[src/rtl/alu_issue_unit_if.sv]
// Instruction handshake between fetch (master) and the ALU issue unit (slave).
interface alu_issue_unit_if #(
  parameter int DATA_W = 32
);
  logic [DATA_W-1:0] INSTR;
  logic              INSTR_VALID;
  logic              INSTR_READY;

  modport master (output INSTR, output INSTR_VALID, input INSTR_READY);
  modport slave  (input INSTR, input INSTR_VALID, output INSTR_READY);
endinterface

[src/rtl/alu_issue_unit.sv]
// Four-phase issue/writeback controller feeding a single-cycle ALU from a 32x32 regfile.
// Optional retire counter enabled by defining ALU_ISSUE_RETIRE_CNT_EN.
module alu_issue_unit #(
  parameter int DATA_W = 32,
  parameter int NREG_W = 5
) (
  input  logic              CLK,
  input  logic              RST,
  alu_issue_unit_if.slave   instr_if,
  output logic [5:0]        OPCODE,
  output logic [DATA_W-1:0] RS_VAL,
  output logic [DATA_W-1:0] RT_VAL,
  output logic [4:0]        SHAMT,
  output logic [5:0]        FUNC,
  output logic [15:0]       RAW_VAL,
  input  logic [DATA_W-1:0] RESULT,
  input  logic              SIG_B,
  output logic              DONE,
  output logic              BR_TAKEN,
  output logic              WB_EN,
  output logic [NREG_W-1:0] WB_ADDR,
  output logic [DATA_W-1:0] WB_DATA,
  input  logic [NREG_W-1:0] DBG_ADDR,
  output logic [DATA_W-1:0] DBG_DATA,
  output logic [15:0]       RETIRED_CNT
);

  localparam logic [1:0] S_IDLE   = 2'd0;
  localparam logic [1:0] S_DECODE = 2'd1;
  localparam logic [1:0] S_EXEC   = 2'd2;
  localparam logic [1:0] S_WB     = 2'd3;

  localparam logic [5:0] OP_RTYPE = 6'b000000;
  localparam logic [5:0] OP_ADDI  = 6'b001000;
  localparam logic [5:0] OP_SLTI  = 6'b001010;
  localparam logic [5:0] OP_ANDI  = 6'b001100;
  localparam logic [5:0] OP_ORI   = 6'b001101;
  localparam logic [5:0] OP_BEQ   = 6'b000100;
  localparam logic [5:0] OP_BNE   = 6'b000101;

  logic [1:0]        state;
  logic              ready_q;
  logic [31:0]       instr_q;
  logic [DATA_W-1:0] regs [2**NREG_W];

  logic [5:0]        dec_op;
  logic [NREG_W-1:0] dec_rs;
  logic [NREG_W-1:0] dec_rt;
  logic [NREG_W-1:0] dec_dest;
  logic              dec_wr;
  logic              dec_branch;

  assign dec_op = instr_q[31:26];
  assign dec_rs = instr_q[25:21];
  assign dec_rt = instr_q[20:16];

  // NOTE: every always_comb output gets a default first so no path leaves it unassigned (no latch).
  always_comb begin
    dec_dest   = '0;
    dec_wr     = 1'b0;
    dec_branch = 1'b0;
    unique case (dec_op)
      OP_RTYPE: begin
        dec_dest = instr_q[15:11];
        dec_wr   = 1'b1;
      end
      OP_ADDI, OP_SLTI, OP_ANDI, OP_ORI: begin
        dec_dest = dec_rt;
        dec_wr   = 1'b1;
      end
      OP_BEQ, OP_BNE: dec_branch = 1'b1;
      default: ;
    endcase
    // r0 is hardwired: a write aimed at it retires as a no-write with address 0.
    if (dec_dest == '0) begin
      dec_wr   = 1'b0;
      dec_dest = '0;
    end
  end

  // NOTE: sequential state uses non-blocking assignments so every register samples pre-edge values.
  always_ff @(posedge CLK) begin
    if (RST) begin
      state    <= S_IDLE;
      ready_q  <= 1'b0;
      instr_q  <= '0;
      OPCODE   <= '0;
      RS_VAL   <= '0;
      RT_VAL   <= '0;
      SHAMT    <= '0;
      FUNC     <= '0;
      RAW_VAL  <= '0;
      DONE     <= 1'b0;
      BR_TAKEN <= 1'b0;
      WB_EN    <= 1'b0;
      WB_ADDR  <= '0;
      WB_DATA  <= '0;
    end else begin
      unique case (state)
        S_IDLE: begin
          if (ready_q && instr_if.INSTR_VALID) begin
            instr_q <= instr_if.INSTR;
            ready_q <= 1'b0;
            state   <= S_DECODE;
          end else begin
            ready_q <= 1'b1;
          end
        end
        S_DECODE: begin
          OPCODE  <= dec_op;
          RS_VAL  <= (dec_rs == '0) ? '0 : regs[dec_rs];
          RT_VAL  <= (dec_rt == '0) ? '0 : regs[dec_rt];
          SHAMT   <= instr_q[10:6];
          FUNC    <= instr_q[5:0];
          RAW_VAL <= instr_q[15:0];
          state   <= S_EXEC;
        end
        S_EXEC: begin
          // WB_DATA doubles as the result register consumed by the regfile write.
          WB_DATA <= RESULT;
          WB_EN   <= dec_wr;
          WB_ADDR <= dec_dest;
          DONE    <= 1'b1;
          if (dec_branch) BR_TAKEN <= SIG_B;
          state   <= S_WB;
        end
        S_WB: begin
          DONE    <= 1'b0;
          WB_EN   <= 1'b0;
          WB_ADDR <= '0;
          WB_DATA <= '0;
          ready_q <= 1'b1;
          state   <= S_IDLE;
        end
      endcase
    end
  end

  // NOTE: the regfile is a reset memory here because a reset must leave every register reading 0.
  always_ff @(posedge CLK) begin
    if (RST) begin
      for (int i = 0; i < 2**NREG_W; i++) regs[i] <= '0;
    end else if (state == S_WB && WB_EN) begin
      regs[WB_ADDR] <= WB_DATA;
    end
  end

  assign instr_if.INSTR_READY = ready_q;
  assign DBG_DATA = (DBG_ADDR == '0) ? '0 : regs[DBG_ADDR];

`ifdef ALU_ISSUE_RETIRE_CNT_EN
  logic [15:0] retired_q;

  always_ff @(posedge CLK) begin
    if (RST)       retired_q <= '0;
    else if (DONE) retired_q <= retired_q + 16'd1;
  end

  assign RETIRED_CNT = retired_q;
`else
  assign RETIRED_CNT = '0;
`endif

endmodule

[src/flat_wrapper.sv]
// flat-port wrapper written by rule: the top's interface ports become plain ports
module alu_issue_unit_flat 
#(
  parameter int DATA_W = 32,
  parameter int NREG_W = 5
)
  (CLK, RST, OPCODE, RS_VAL, RT_VAL, SHAMT, FUNC, RAW_VAL, RESULT, SIG_B, DONE, BR_TAKEN, WB_EN, WB_ADDR, WB_DATA, DBG_ADDR, DBG_DATA, RETIRED_CNT, instr_if_INSTR, instr_if_INSTR_VALID, instr_if_INSTR_READY);
  alu_issue_unit_if #(.DATA_W(DATA_W)) instr_if_i ();
  input  logic CLK;
  input  logic RST;
  output logic [5:0] OPCODE;
  output logic [DATA_W-1:0] RS_VAL;
  output logic [DATA_W-1:0] RT_VAL;
  output logic [4:0] SHAMT;
  output logic [5:0] FUNC;
  output logic [15:0] RAW_VAL;
  input  logic [DATA_W-1:0] RESULT;
  input  logic SIG_B;
  output logic DONE;
  output logic BR_TAKEN;
  output logic WB_EN;
  output logic [NREG_W-1:0] WB_ADDR;
  output logic [DATA_W-1:0] WB_DATA;
  input  logic [NREG_W-1:0] DBG_ADDR;
  output logic [DATA_W-1:0] DBG_DATA;
  output logic [15:0] RETIRED_CNT;
  input wire logic [$bits(instr_if_i.INSTR)-1:0] instr_if_INSTR;
  input wire logic [$bits(instr_if_i.INSTR_VALID)-1:0] instr_if_INSTR_VALID;
  output wire logic [$bits(instr_if_i.INSTR_READY)-1:0] instr_if_INSTR_READY;
  assign instr_if_i.INSTR = instr_if_INSTR;
  assign instr_if_i.INSTR_VALID = instr_if_INSTR_VALID;
  assign instr_if_INSTR_READY = instr_if_i.INSTR_READY;
  alu_issue_unit #(.DATA_W(DATA_W), .NREG_W(NREG_W)) u_core (.CLK(CLK), .RST(RST), .instr_if(instr_if_i), .OPCODE(OPCODE), .RS_VAL(RS_VAL), .RT_VAL(RT_VAL), .SHAMT(SHAMT), .FUNC(FUNC), .RAW_VAL(RAW_VAL), .RESULT(RESULT), .SIG_B(SIG_B), .DONE(DONE), .BR_TAKEN(BR_TAKEN), .WB_EN(WB_EN), .WB_ADDR(WB_ADDR), .WB_DATA(WB_DATA), .DBG_ADDR(DBG_ADDR), .DBG_DATA(DBG_DATA), .RETIRED_CNT(RETIRED_CNT));
endmodule
[config.mk]
export PLATFORM = sky130hd
export DESIGN_NAME = alu_issue_unit_flat
export DESIGN_NICKNAME = d
export VERILOG_FILES = /design/src/rtl/alu_issue_unit_if.sv /design/src/rtl/alu_issue_unit.sv /design/src/flat_wrapper.sv
export SDC_FILE = /design/constraint.sdc
export NUM_CORES = 2
export LEC_CHECK = 0
export CORE_MARGIN = 2
export CORE_UTILIZATION = 25
export CTS_BUF_LIST = sky130_fd_sc_hd__clkbuf_2 sky130_fd_sc_hd__clkbuf_4 sky130_fd_sc_hd__clkbuf_8
export DETAILED_ROUTE_END_ITERATION = 7
export SETUP_SLACK_MARGIN = 0.4
export SYNTH_ARGS = -nofsm -noshare
export SYNTH_HDL_FRONTEND = slang
export SYNTH_SLANG_ARGS = --single-unit
[constraint.sdc]
create_clock -name CLK -period 3 [get_ports CLK]
set_input_delay 0.6 -clock CLK [delete_from_list [all_inputs] [get_ports CLK]]
set_output_delay 0.6 -clock CLK [all_outputs]
set_load 0.005 [all_outputs]
==> impl_metrics.ini <==
[global_route]
gr-usage-all-layers_pct = 20.4
grt_max_degree = 120
antenna_found_initial = 30
overflow = 0
grt_pass1_wl_um = 415000
grt_pass1_vias = 51945

[yosys]
netlist_instances = 5301
yosysTopAreaCell = edfxtp_1
avgSynthCellArea_um2 = 13.3
synthFlopType = edfxtp_1
synth.area.top_cells = edfxtp_1 44%, mux4_2 17%, and2_1 9.6%
seq_area_frac_synth_pct = 48.6
synth_commonest_cells = 1075 x and2_1, 1024 x edfxtp_1, 568 x mux2i_1
synthArstFlopShare_pct = 0
synth_edf_count = 1024
ys_ff_latch = 1195
synth_area_um2 = 70300
yosysMostFrequentCell = and2_1
yosys_warnings = 0
synth_cell_types = 43
yosysTopAreaCellShare_pct = 43.7

[sta]
max_freq_mhz = 290
max_slew_margin_pct = 23.1
worst_pin_slew_ns = 1.15
rsz0062_at_grt = yes
setup_viol = 32
drv_slew = 0
finalWorstSetupSlack_ns = -0.450
fin_crit_sh_pct = 115
tns_ns = -11.19
finClkSkew_ns = 0.0732
period_needed_ns = 3.45
finalHoldViolCount = 0

[worst_setup_path]
crit_path_end_kind = output port
required_ns = 2.40
arrival_ns = 2.85
path_cells = mux4_2, mux2i_2, a221o_1, a31oi_1, buf_4, buf_6
setup.worst_path.start_class = flip-flop
critPathSlowestCell = mux4_2
worstSetupPathType = reg2out
slowest_delay_ns = 0.50
cp_max_fo = 2

[placement]
place.gp.congestion = 0.959
post_dp_cell_area_um2 = 80400
portBuffers = 242
post-place-cells = 9166
dp_hpwl_um = 203000

[clock_network]
cts.sinks = 1195
htree_levels = 4
cts-root-buf = clkbuf_8
clockBufferDepth = 4
cts_tree = yes
insertion_delay_ns = 0.97
path_clk_slew_ns = 0.07
cts_inserted_buffers = 206

[finish]
num-nets-final = 5853
fin_cells = 9659
post-route-util_pct = 30.9
multiInputGateArea_um2 = 34500
drive_gt1_share_pct = 30.6
design_area_um2 = 86500
syn2layout_area_growth_pct = 23.0
fill_cells = 27683
register_area_um2 = 34300

[detailed_routing]
vias = 53288
wire_per_inst_um = 31.2
drtIter0Drc = 7766
drtPass1Iterations = 6
viasPerCell = 5.52
wl_um = 301000
drc = 0
drtAntennaViolNets = 0

[flow_run]
drv_cap = 0

[status]
status = finished, violations left
violations = setup timing

[power]
leakage_nw = 29.2
ir_worst_vdd_uv = 356
powerDensity_nw_per_um2 = 553

[die]
die_area_um2 = 285000
rows = 194
ios = 259
fp.dieW_um = 534
die_height_um = 534
core_um2 = 280000
start_util_pct = 25.1

[worst_hold_path]
min_path_type = in2reg
cell usage in the layout (no fill, tap or decap), drive strengths merged, types with 66 or more instances in the layout:
cell type	synthesis	final
dfxtp	171	171
mux4	544	544
mux2i	568	568
nand2b	66	66
a2111oi	128	128
nand2	138	138
clkbuf	409	277
clkdlybuf4s50	0	183
and2	1075	1075
nor2b	137	138
buf	186	634
edfxtp	1024	1024
nor2	108	108
a211oi	70	70
a22oi	166	166
a21oi	97	97
per-stage QoR:
stage | setup WS (ns) | total power, mW | hold slack, ns
2_1_floorplan | 0.396 | 26.2 | 0.436
3_3_place_gp | -0.878 | 31.8 | 0.442
3_5_place_dp | -0.811 | 31.9 | 0.449
4_1_cts | -0.492 | 47.6 | 0.124
5_1_grt | -0.506 | 49.1 | 0.164
6_report | -0.450 | 47.8 | 0.212
logic make-up after synthesis:
kind of cell	after synthesis	share of synthesized area, %
buffers and inverters	600	3.75
AO/OA/AOI/OAI	656	6.78
AND/OR/NAND/NOR	1669	14.2
flip-flops	1195	48.6
adder cells (fa/ha/maj)	4	0.0712
other	1	0.00534
multiplexers	1176	26.5
sequential cells by signal, summed over array words and instances, names as in the netlist, named ones only:
signal,flops
u_core.RAW_VAL,16
u_core.WB_DATA,32
u_core.WB_EN,1
u_core.WB_ADDR,5
u_core.DONE,1
u_core.instr_q,32
u_core.BR_TAKEN,1
u_core.instr_if.INSTR_READY,1
u_core.RT_VAL,32
u_core.OPCODE,6
u_core.state,2
u_core.regs,1024
u_core.RS_VAL,32
worst max-delay path, delay by kind of cell, from the launching register on:
family	cells	cell delay, ns
DFF	1	0.42
muxes	2	0.70
AOI/OAI and AO/OA	2	0.43
buffers and inverters	2	0.34
routing by layer:
layer | GRT usage (%) | vias up | wire [um]
met2 | 31.5 | 3920 | 134000
met4 | 9.70 | 4 | 16600
li1 | - | 21409 | -
met5 | 0 | - | 26
met1 | 26.4 | 27159 | 116000
met3 | 5.26 | 796 | 34600
area by class of cell:
class                   instances  share of cell area, %
multi-input cells            3522                   39.9
flip-flops and latches       1195                   39.7
repair buffers                846                   10.4
well taps                    3724                   5.39
clock buffers                 277                   3.99
clock inverters                76                  0.621
diodes                         14                 0.0405
inverters                       5                 0.0246
repair_timing:
action	CTS	global route
pin swaps	32	26
setup buffers	82	35
resized for setup	340	71
endpoints found under the setup margin	92	119
gates cloned	8	1
hold buffers	0	0
report_power, final:
group / internal (mW) / switching (mW) / total (mW)
clock network: 8.02 / 7.27 / 15.3
registers: 18.8 / 0.867 / 19.6
logic: 5.42 / 7.48 / 12.9
path summary, 6_finish.rpt:
path / startpoint / endpoint / slack [ns] / depth (start not counted)
hold reg to reg: u_core.instr_q[6] / u_core.instr_q[6] / 0.45 / 2
setup / recovery: u_core.regs[11][24] / DBG_DATA[24] / -0.45 / 6
setup reg to reg: flip-flop / u_core.RS_VAL[10] / 0.50 / 7
hold / removal: instr_if_INSTR[2] / u_core.instr_q[2] / 0.21 / 3
Power figures use the tool's default switching activity.
